$ cat config.mk
export PLATFORM = sky130hd
export DESIGN_NAME = servo_pwm_driver
export DESIGN_NICKNAME = d
export VERILOG_FILES = /design/src/rtl/servo_pkg.sv /design/src/rtl/servo_slew_step.sv /design/src/rtl/servo_pwm_driver.sv
export SDC_FILE = /design/constraint.sdc
export NUM_CORES = 1
export LEC_CHECK = 0
export BUFFER_PORTS_ARGS = -buffer_cell sky130_fd_sc_hd__buf_2
export CELL_PAD_IN_SITES_DETAIL_PLACEMENT = 0
export CELL_PAD_IN_SITES_GLOBAL_PLACEMENT = 1
export CORE_ASPECT_RATIO = 1.25
export CORE_MARGIN = 2
export CORE_UTILIZATION = 40
export CTS_CLUSTER_SIZE = 10
export DETAILED_ROUTE_END_ITERATION = 7
export GPL_TIMING_DRIVEN = 0
export PLACE_DENSITY_LB_ADDON = 0.1
export SYNTH_ARGS = -nofsm -noshare
export SYNTH_HDL_FRONTEND = slang
export SYNTH_SLANG_ARGS = --single-unit
$ cat constraint.sdc
create_clock -name clk -period 12.7 [get_ports clk]
set_input_delay 0.635 -clock clk [delete_from_list [all_inputs] [get_ports clk]]
set_output_delay 0.635 -clock clk [all_outputs]
set_load 0.02 [all_outputs]
$ cat src/rtl/servo_pkg.sv
// servo_pkg: shared state encoding, position type and defaults for the servo PWM driver.
package servo_pkg;

  // Driver state encoding.
  typedef enum logic [1:0] {
    IDLE = 2'b00,
    HIGH = 2'b01,
    LOW  = 2'b10
  } servo_state_e;

  // Servo position, 0..255.
  typedef logic [7:0] servo_pos_t;

  localparam servo_pos_t  CENTER_DEFAULT = 8'd128;
  localparam int unsigned SLEW_DEFAULT   = 32'd4;

  // Pulse width in clk cycles for a given position.
  function automatic int unsigned pulse_cycles(
    input servo_pos_t  pos,
    input int unsigned min_cyc,
    input int unsigned step_cyc
  );
    return min_cyc + (32'(pos) * step_cyc);
  endfunction

endpackage

$ cat src/rtl/servo_slew_step.sv
// servo_slew_step: combinational rate limiter that moves a position toward
// its target by at most i_slew LSBs, snapping to the target when close.
module servo_slew_step
  import servo_pkg::*;
(
  input  servo_pos_t i_pos,
  input  servo_pos_t i_target,
  input  logic [7:0] i_slew,
  output servo_pos_t o_next_pos
);

  logic signed [8:0] diff_s;
  logic signed [8:0] slew_s;
  logic signed [8:0] next_s;

  // Signed 9-bit distance to target decides snap, step up or step down.
  always_comb begin
    diff_s = $signed({1'b0, i_target}) - $signed({1'b0, i_pos});
    slew_s = $signed({1'b0, i_slew});
    if (diff_s > slew_s) begin
      next_s = $signed({1'b0, i_pos}) + slew_s;
    end else if (diff_s < -slew_s) begin
      next_s = $signed({1'b0, i_pos}) - slew_s;
    end else begin
      next_s = $signed({1'b0, i_target});
    end
    // Target lies beyond the step, so next_s always stays within 0..255.
    o_next_pos = next_s[7:0];
  end

endmodule

$ cat src/rtl/servo_pwm_driver.sv
// servo_pwm_driver: hobby-servo PWM generator with a one-deep command buffer,
// per-frame slew limiting and glitch-free enable/disable at frame boundaries.
module servo_pwm_driver
  import servo_pkg::*;
#(
  parameter int unsigned FRAME_CYC = 32'd500000,
  parameter int unsigned MIN_CYC   = 32'd25000,
  parameter int unsigned STEP_CYC  = 32'd98,
  parameter int unsigned SLEW      = SLEW_DEFAULT,
  parameter servo_pos_t  CENTER    = CENTER_DEFAULT
) (
  input  logic       clk,
  input  logic       reset,
  input  logic       i_Enable,
  input  logic       i_Cmd_Valid,
  input  logic [7:0] i_Cmd_Pos,
  output logic       o_Cmd_Ready,
  output logic       o_Pwm,
  output logic [7:0] o_Position,
  output logic       o_Frame_Start
);

  localparam int unsigned       CNT_W      = $clog2(FRAME_CYC);
  localparam logic [CNT_W-1:0]  CNT_ZERO   = CNT_W'(32'd0);
  localparam logic [CNT_W-1:0]  CNT_ONE    = CNT_W'(32'd1);
  localparam logic [CNT_W-1:0]  FRAME_LAST = CNT_W'(FRAME_CYC - 32'd1);
  localparam logic [7:0]        SLEW_LSB   = 8'(SLEW);
  localparam logic [CNT_W-1:0]  RST_WIDTH  = CNT_W'(pulse_cycles(CENTER, MIN_CYC, STEP_CYC));

  // The longest pulse must end before the frame does.
  if (MIN_CYC + (32'd255 * STEP_CYC) >= FRAME_CYC) begin : g_chk_width
    $error("servo_pwm_driver: MIN_CYC + 255*STEP_CYC must be below FRAME_CYC");
  end
  // A zero-width pulse would make the HIGH state meaningless.
  if (MIN_CYC < 32'd1) begin : g_chk_min
    $error("servo_pwm_driver: MIN_CYC must be at least 1");
  end
  // Slew of zero would freeze the servo; above 255 does not fit the step path.
  if ((SLEW < 32'd1) || (SLEW > 32'd255)) begin : g_chk_slew
    $error("servo_pwm_driver: SLEW must be within 1..255");
  end

  servo_state_e     state_q, state_d;
  logic [CNT_W-1:0] cnt_q, cnt_d;
  logic [CNT_W-1:0] width_q, width_d;
  logic             pwm_q, pwm_d;
  logic             frame_start_q, frame_start_d;
  logic             pend_full_q, pend_full_d;
  servo_pos_t       pend_pos_q, pend_pos_d;
  servo_pos_t       target_q, target_d;
  servo_pos_t       position_q, position_d;

  logic             cmd_accept_s;
  logic             start_frame_s;
  servo_pos_t       target_sel_s;
  servo_pos_t       next_pos_s;

  // A frame start first promotes a pending command to target, then steps toward it.
  assign cmd_accept_s = i_Cmd_Valid & ~pend_full_q;
  assign target_sel_s = pend_full_q ? pend_pos_q : target_q;

  servo_slew_step u_slew (
    .i_pos      (position_q),
    .i_target   (target_sel_s),
    .i_slew     (SLEW_LSB),
    .o_next_pos (next_pos_s)
  );

  // Next-state logic: frame sequencing, command buffering and per-frame updates.
  always_comb begin
    state_d       = state_q;
    cnt_d         = cnt_q;
    width_d       = width_q;
    pwm_d         = 1'b0;
    frame_start_d = 1'b0;
    pend_full_d   = pend_full_q;
    pend_pos_d    = pend_pos_q;
    target_d      = target_q;
    position_d    = position_q;
    start_frame_s = 1'b0;

    if (cmd_accept_s) begin
      pend_full_d = 1'b1;
      pend_pos_d  = i_Cmd_Pos;
    end else begin
      pend_full_d = pend_full_q;
      pend_pos_d  = pend_pos_q;
    end

    case (state_q)
      IDLE: begin
        if (i_Enable) begin
          start_frame_s = 1'b1;
        end else begin
          cnt_d = CNT_ZERO;
        end
      end
      HIGH: begin
        cnt_d = cnt_q + CNT_ONE;
        if (cnt_q == (width_q - CNT_ONE)) begin
          state_d = LOW;
          pwm_d   = 1'b0;
        end else begin
          pwm_d   = 1'b1;
        end
      end
      LOW: begin
        if (cnt_q == FRAME_LAST) begin
          if (i_Enable) begin
            start_frame_s = 1'b1;
          end else begin
            // Disabled: finish the frame quietly and park.
            state_d = IDLE;
            cnt_d   = CNT_ZERO;
          end
        end else begin
          cnt_d = cnt_q + CNT_ONE;
        end
      end
      default: begin
        state_d = IDLE;
        cnt_d   = CNT_ZERO;
      end
    endcase

    if (start_frame_s) begin
      state_d       = HIGH;
      cnt_d         = CNT_ZERO;
      pwm_d         = 1'b1;
      frame_start_d = 1'b1;
      target_d      = target_sel_s;
      position_d    = next_pos_s;
      width_d       = CNT_W'(pulse_cycles(next_pos_s, MIN_CYC, STEP_CYC));
      // A full buffer drains into target here; an empty one may accept the
      // command offered in this cycle, which then waits for the next frame.
      pend_full_d   = cmd_accept_s;
    end else begin
      target_d      = target_q;
      position_d    = position_q;
    end
  end

  // State and output registers with synchronous reset.
  always_ff @(posedge clk) begin
    if (reset) begin
      state_q       <= IDLE;
      cnt_q         <= CNT_ZERO;
      width_q       <= RST_WIDTH;
      pwm_q         <= 1'b0;
      frame_start_q <= 1'b0;
      pend_full_q   <= 1'b0;
      pend_pos_q    <= CENTER;
      target_q      <= CENTER;
      position_q    <= CENTER;
    end else begin
      state_q       <= state_d;
      cnt_q         <= cnt_d;
      width_q       <= width_d;
      pwm_q         <= pwm_d;
      frame_start_q <= frame_start_d;
      pend_full_q   <= pend_full_d;
      pend_pos_q    <= pend_pos_d;
      target_q      <= target_d;
      position_q    <= position_d;
    end
  end

  assign o_Pwm         = pwm_q;
  assign o_Frame_Start = frame_start_q;
  assign o_Position    = position_q;
  assign o_Cmd_Ready   = ~pend_full_q;

endmodule

Word level (Yosys, flattened, before mapping)
Cells that the tools add are included.

Reduce and logical (&&, ||, !) cells: 5. Order comparisons: 2. Mux-type cells: 20. $mul: 1. Bitwise gates (word level): 3. Equality and inequality tests: 11. $add $sub $neg: 6.

Operators with widths (count): $pmux 19 s3 (1); $mux 19 (2); $mux 8 (3); $add 19x1->19 const B (1); $eq 19x19->1 (1); $eq 19x19->1 const B (1); $sub 19x1->19 const B (1); $add 15x15->16 const A (1); $mul 8x6->14 const B (1); $gt 9x4->1 const B (1); $lt 9x3->1 const B (1); $mux 1 (9); $ne 3x3->1 const B (3); $sub 8x8->9 (1); $add 8x3->8 const B (1); $ne 2x2->1 const B (4); $reduce_and 4->1 (2); $sub 8x3->8 const B (1); $mux 2 (3); $pmux 2 s3 (1); $eq 2x1->1 const B (1); $eq 2x2->1 const B (1); $logic_not 2->1 (1); $not 1->1 (2); 4 further kinds (4).

Register bits after elaboration: 67. Input bits: 12. Word-level logic and storage cells: 58.

Depth between registers and ports, before layout
Gate-level depths: netlist of the first run.

Word-level depth: 7. Mapped depth: 31. Depth with buffers taken out: 29.

Modules after synthesis
Synthesis of the first run repeated with hierarchy kept, for this count alone.

Cell total of the unflattened synthesis: 679. Area, all modules: 5400.2 um2.

Modules (own cells, without submodules): servo_pwm_driver (sequential area each 1221.2 um2, area an instance 3744.8 um2, cells an instance 452, instances 1); servo_slew_step (sequential area each 0.0 um2, area an instance 1655.3 um2, cells an instance 227, instances 1).

Least setup slack after synthesis of the first run
OpenSTA, ideal clock, no wires.

Path type: register to register. From: reg pend_full_q. To: reg width_q[14]. Library setup time: 74 ps. Buffers on the path: 3. Arrival time: 6066 ps. Path slack: 6560 ps. Stages on the path, launching flop included: 29. Data required time: 12626 ps. Cell sequence: dfxtp_1 > clkbuf_1 > mux2i_1 > inv_1 > ha_1 > buf_2 > a211oi_2 > nand2_1 > nor2_1 > a211oi_4 > o31ai_4 > buf_2 > nor2b_1 > a211o_1 > a22oi_1 > inv_1 > fa_1 > inv_1 > ha_1 > ha_1 > a21o_1 > a21oi_1 > o21bai_1 > a21oi_1 > xor2_1 > nor2_1 > or2_2 > a31o_2 > a31oi_1.

Word-level cells in the longest chain between the ends: 7.

Ends and longest elaborated chain: start: declaration (line servo_pwm_driver.sv:48) `logic pend_full_q, pend_full_d;`; start signal: assignment (line servo_pwm_driver.sv:161) `pend_full_q <= pend_full_d;`; $mux 8 (*) (line servo_pwm_driver.sv:60) `assign target_sel_s = pend_full_q ? pend_pos_q : target_q;`; named net target_sel_s[6] (line servo_pwm_driver.sv:55) `servo_pos_t target_sel_s;`; $sub 8x8->9 (*) (line servo_slew_step.sv:18) `diff_s = $signed({1'b0, i_target}) - $signed({1'b0, i_pos});`; $lt 9x3->1 (line servo_slew_step.sv:22) `end else if (diff_s < -slew_s) begin`; $mux 8 (line servo_slew_step.sv:22); $mux 8 (*) (line servo_slew_step.sv:20) `if (diff_s > slew_s) begin`; named net next_pos_s[7] (line servo_pwm_driver.sv:56) `servo_pos_t next_pos_s;`; $mul 8x6->14 (*) (line servo_pkg.sv:23) `return min_cyc + (32'(pos) * step_cyc);`; $add 15x15->16 (*) (line servo_pkg.sv:23); end signal: assignment (line servo_pwm_driver.sv:158) `width_q <= width_d;`; end: declaration (line servo_pwm_driver.sv:45) `logic [CNT_W-1:0] width_q, width_d;`.

The timed path passes the listed nets; every way through them passes the cells marked *. A chain may end at the register's enable or synchronous reset.

Final worst setup path of the first run
Same ends and word-level chain as after synthesis.

==> impl_metrics.ini, run 1 <==
[run_status]
outcome = complete, no violations

[global_routing]
grt_remaining_overflow = 0
track_usage_pct = 19.8
grt_pass1_wl_mm = 19.0
grt_antenna_before_repair = 0
grt_max_degree = 12
grt_pass1_vias = 3916

[critical_path]
cp-end-kind = flop
rrSetupSlack_ns = 5.43
cp_slowest_stage_delay_ns = 0.58
cpMostUsedCell = inv_1
cpMaxStageDelayCell = mux2i_1
cp-start-kind = flop
criticalPathCategory = reg2reg
crit_arrival_ns = 7.53
worstPathMaxFanout = 10
crit_required_ns = 12.96

[logic_synthesis]
netlist_top_cells_area = dfxtp_1 27%, ha_1 11%, xor2_1 5.9%
synth_top_family_by_area = simple AND/OR/NAND/NOR gates
yosysTopAreaCell = dfxtp_1
syn_area_per_cell_um2 = 8.04
synthFlopType = dfxtp_1
synth_compound_area_share_pct = 18.2
synth_edf_count = 0
synth_fa_ha_area_share_pct = 13.1
synth_area_um2 = 4610
ys_seq_elements = 61
synthSimpleGateAreaFrac_pct = 22.9
synth_xor_area_share_pct = 10.5
syn_inst = 573
yosysSeqAreaShare_pct = 26.5
yosysTopAreaCellShare_pct = 26.5
synth_mux_area_share_pct = 2.42
synth_warnings = 0
synth_nets = 631
ys_types = 71
synth-async-reset-ratio_pct = 0

[placement]
hpwl_mm = 9.18
port_buffers = 21
gp_congestion = 0.803

[route]
drt_wl_total_mm = 11.7
ant_nets = 0
wire_per_inst_um = 15.7
viasPerCell = 5.39
dr.pass1.iters = 4
vias = 4012
drt_iter0_drc = 177
drcViolationCount = 0

[die]
core_um2 = 11200
num_rows = 43
io_pins = 23
die_w_um = 100
dieArea_um2 = 12400
initial_core_util_pct = 41.2
die_h_um = 124

[clocking]
cts_tree = built
cts_hold_buffers = 0
cts.clk_slew.worst_paths_ns = 0.06
clock_latency_ns = 0.33
clockRootBuffer = clkbuf_16
clockBufferDepth = 2
post_cts_buffers = 0
cts_num_sinks = 61
cts_made_buffers = 9
ctsResizeCount = 0
htree_levels = 3

[sta]
clock_skew_ns = 0.00561
tightest_slew_ns = 0.819
max_slew_margin_pct = 45.4
setup_viol = 0
setup_tns_ns = 0
finalCriticalPeriod_ns = 7.27
hold_violations = 0
fmax_ghz = 0.137
maxSlewViolCount = 0
period_share_pct = 57.3
rsz0062_at_grt = no

[job]
drv_cap = 0

[min_path]
hold_path.class = reg2reg

[cells_and_area]
syn2layout_area_growth_pct = 13.8
drive_gt1_share_pct = 11.0
diodes = 0
fillers = 1151
nets = 663
synthesized netlist by cell type (all sizes together), types with 4 or more instances:
| cell type | count |
|---|---|
| nand3 | 16 |
| a31oi | 7 |
| ha | 42 |
| clkbuf | 19 |
| and3 | 7 |
| o31ai | 4 |
| or2 | 4 |
| a21o | 4 |
| nand4 | 9 |
| nor4b | 5 |
| inv | 38 |
| o221ai | 5 |
| nor4 | 4 |
| mux2i | 10 |
| a211oi | 13 |
| fa | 4 |
| xnor2 | 24 |
| dfxtp | 61 |
| a21oi | 44 |
| nand2 | 69 |
| nor2 | 56 |
| buf | 8 |
| o21ai | 19 |
| xor2 | 31 |
| nor3 | 17 |
| nand2b | 5 |
| o211ai | 6 |
path summary, 6_finish.rpt:
| kind | cells past startpoint | from | end |
|---|---|---|---|
| hold / removal | 2 | pend_pos_q[5] | pend_pos_q[5] |
| setup / recovery | 30 | pend_full_q | width_q[14] |
| hold reg to reg | 2 | pend_pos_q[5] | pend_pos_q[5] |
| setup reg to reg | 30 | pend_full_q | width_q[14] |
placed cells by master, fill, tap and decap left out, drive strengths merged, types with 4 or more instances in the layout:
| master | instances |
|---|---|
| nand2 | 69 |
| dfxtp | 61 |
| nor2 | 56 |
| a21oi | 44 |
| ha | 42 |
| inv | 38 |
| xor2 | 31 |
| buf | 29 |
| clkbuf | 28 |
| xnor2 | 24 |
| o21ai | 19 |
| nor3 | 17 |
| nand3 | 16 |
| a211oi | 13 |
| mux2i | 10 |
| nand4 | 9 |
| a31oi | 7 |
| and3 | 7 |
| o211ai | 6 |
| nand2b | 5 |
| o221ai | 5 |
| nor4b | 5 |
| a21o | 4 |
| fa | 4 |
| bufinv | 4 |
| nor4 | 4 |
| o31ai | 4 |
| or2 | 4 |
area by class of cell:
| type | instances | area, um^2 | area share (%) |
|---|---|---|---|
| plain buffers | 27 | 154 | 2.93 |
| clock buffers | 9 | 225 | 4.29 |
| clock inverters | 7 | 138 | 2.62 |
| inverters | 38 | 143 | 2.72 |
| multi-input cells | 447 | 3090 | 58.9 |
| flip-flops and latches | 61 | 1220 | 23.3 |
| well taps | 135 | 169 | 3.22 |
| repair buffers | 21 | 105 | 2.00 |
routing by layer:
metal	wire length (um)	GRT usage [%]	vias up	part of all wire, %
met1	5230	23.1	1886	45
li1	-	-	2071	-
met2	6030	36.9	44	52
met5	0	0	-	0
met3	234	2.92	11	2.0
met4	196	6.59	0	1.7
kinds of logic (layout without fill, tap and decap cells):
logic type,Yosys count,in the layout
AOI/OAI and AO/OA,121,121
xor gates and xnor gates,55,55
adders and majority gates,46,46
buffers and inverters,65,102
DFF,61,61
muxes,11,11
and+or+nand+nor,214,214
stage by stage:
| step | setup WS [ns] | hold slack [ns] | util (%) | instance area, um^2 | cells |
|---|---|---|---|---|---|
| 4_1_cts | 5.44 | 0.459 | 46.9 | 5250 | 745 |
| 2_1_floorplan | 6.56 | 0.433 | - | 4610 | 573 |
| 3_3_place_gp | 5.56 | 0.451 | 43.6 | 4880 | 729 |
| 3_5_place_dp | 5.51 | 0.454 | 43.6 | 4880 | 729 |
| 5_1_grt | 4.94 | 0.480 | 46.9 | 5250 | 745 |
| 6_report | 5.43 | 0.459 | 46.9 | 5250 | 745 |
worst max-delay path: cells and delay by family (launching register included):
| family | cells | cell delay, ns |
|---|---|---|
| AND/OR/NAND/NOR | 4 | 0.65 |
| buffers and inverters | 7 | 1.24 |
| flip-flops | 1 | 0.33 |
| XOR/XNOR | 1 | 0.19 |
| adder cells (fa/ha/maj) | 6 | 1.88 |
| multiplexers | 2 | 0.82 |
| AO/OA/AOI/OAI | 10 | 2.06 |
registers in the layout (all words and copies together) (netlist names):
name / count
width_q: 13
cnt_q: 19
state_q: 2
o_Position: 8
pend_pos_q: 8
pend_full_q: 1
target_q: 8
o_Pwm: 1
o_Frame_Start: 1
Power of run 1 is left out: the tool's default activity adds up to more than one toggle a clock period on the data nets, which glitch-free logic cannot reach.
==> run 2, diff against run 1 <==
clock period = 6.35 ns   (was 12.7 ns; I/O delays follow)
==> run 2 against run 1 <==
Effect of this change:
- hold slack worse by 0.24 ns
- cell area up 5.4%
- wire length up 2.8%
- core utilization up 2.5 points
- final cell count up 1.3%
- via count up 2.7%
- global-route usage up 0.58 points
- critical path type unchanged
- first-iteration DRC count down 15%
- clock skew about the same
- critical path depth unchanged
==> impl_metrics.ini, run 2 (synthesis gave the netlist of run 1 again) <==
[global_routing]
grt_pass1_wl_mm = 19.6
grt_antenna_before_repair = 0
grt_pass1_vias = 4023
grt_remaining_overflow = 0
track_usage_pct = 20.4
grt_max_degree = 12

[critical_path]
criticalPathCategory = reg2reg
cpMaxStageDelayCell = fa_1
cpMostUsedCell = inv_1
rrSetupSlack_ns = 0.35
crit_required_ns = 6.61
worstPathMaxFanout = 10
cp_slowest_stage_delay_ns = 0.54
path_delay_family = compound AO/OA/AOI/OAI gates
cp-end-kind = flop
reg2regPathDepth = 30
crit_arrival_ns = 6.26
regToRegEndpoint = width_q[14]
cp-start-kind = flop
cp_num_buf_inv = 7
r2r_start = pend_full_q

[clocking]
cts_num_sinks = 61
clockBufferDepth = 2
clockRootBuffer = clkbuf_16
clock_latency_ns = 0.33
htree_levels = 3
cts_tree = built
cts_made_buffers = 9
cts.clk_slew.worst_paths_ns = 0.05

[cells_and_area]
fin_cells = 755
utilization_pct = 49.4
multi_input_comb_area_um2 = 3250
register_area_um2 = 1220
fillers = 1136
syn2layout_area_growth_pct = 20.0
reg_top3 = cnt_q (19), width_q (13)
diodes = 0
mostFrequentLayoutCell = nand2_1
drive_gt1_share_pct = 16.1
final_cell_mix = 68 x nand2_1, 60 x dfxtp_1, 56 x nor2_1
largest_register = cnt_q
largest_reg_flops = 19
nets = 673

[run_status]
outcome = complete, no violations

[die]
initial_core_util_pct = 41.2
core_um2 = 11200
dieArea_um2 = 12400
num_rows = 43
io_pins = 23
die_w_um = 100
die_h_um = 124

[sta]
maxSlewViolCount = 0
setup_viol = 0
setup_ws_ns = 0.349
finalCriticalPeriod_ns = 6.00
fmax_ghz = 0.167
hold_violations = 0
clock_skew_ns = 0.00598
tightest_slew_ns = 0.607
period_share_pct = 94.5
max_slew_margin_pct = 59.6

[route]
wire_per_inst_um = 15.9
viasPerCell = 5.46
drcViolationCount = 0
dr.pass1.iters = 4
ant_nets = 0
vias = 4120
drt_wl_total_mm = 12.0
drt_iter0_drc = 151

[min_path]
hold_end = pend_pos_q[7]
worstHoldStart = i_Cmd_Pos[7]
hold_path.class = in2reg
min_path_cells = 3

[placement]
port_buffers = 21
gp_congestion = 0.803
hpwl_mm = 9.18
dpl.cell_count = 729
dp_slack_ns = -0.840

[job]
drv_cap = 0
run 2: cell count changes in the layout (fill, tap and decap cells not counted), sizes merged:
cell,previous run,this run
buf,29,40
clkbuf,28,27
run 2: cell type report:
type / instances / area share, %
tap: 135 / 3.06
clock inverter: 7 / 2.49
clock buffer: 9 / 4.07
multi-input combinational: 447 / 58.7
buffer: 27 / 3.33
inverter: 38 / 2.58
timing repair buffer: 31 / 3.58
sequential: 61 / 22.2
run 2: stage by stage:
stage	hold slack (ns)	setup TNS [ns]	instance area, um^2
6_report	0.218	0	5530
5_1_grt	0.222	-0.0290	5530
4_1_cts	0.214	0	5410
3_5_place_dp	0.454	-3.76	4880
3_3_place_gp	0.451	-3.29	4880
2_1_floorplan	0.433	0	4610
run 2: how the worst max path moves through the flow:
stage | endpoint | from | depth (start not counted)
2_1_floorplan | width_q[14] | pend_full_q | 28
3_3_place_gp | width_q[14] | pend_full_q | 27
3_5_place_dp | width_q[14] | pend_full_q | 27
4_1_cts | width_q[14] | pend_full_q | 31
5_1_grt | width_q[14] | pend_full_q | 28
6_report | width_q[14] | pend_full_q | 30
run 2: timing repair:
action	CTS	global route
setup buffers	6	3
setup endpoints to repair	8	5
pin swaps	3	9
gates resized for setup	25	17
gates cloned	0	1
hold buffers	0	0
run 2: routing by layer:
| layer | up-vias | wire [um] | GRT usage [%] |
|---|---|---|---|
| li1 | 2095 | - | - |
| met1 | 1950 | 5260 | 23.8 |
| met2 | 57 | 6210 | 37.8 |
| met3 | 18 | 296 | 2.92 |
| met4 | 0 | 251 | 7.36 |
| met5 | - | 0 | 0 |
run 2: worst reg2reg max path, delay by kind of cell (launching register included):
kind,cells,cell delay [ns]
mux,1,0.26
flops,1,0.37
simple gates,4,0.41
fa+ha+maj,6,1.93
xor+xnor,2,0.34
compound gates,10,1.94
buf+inv,7,0.68
Power of run 2 is left out for the same reason.
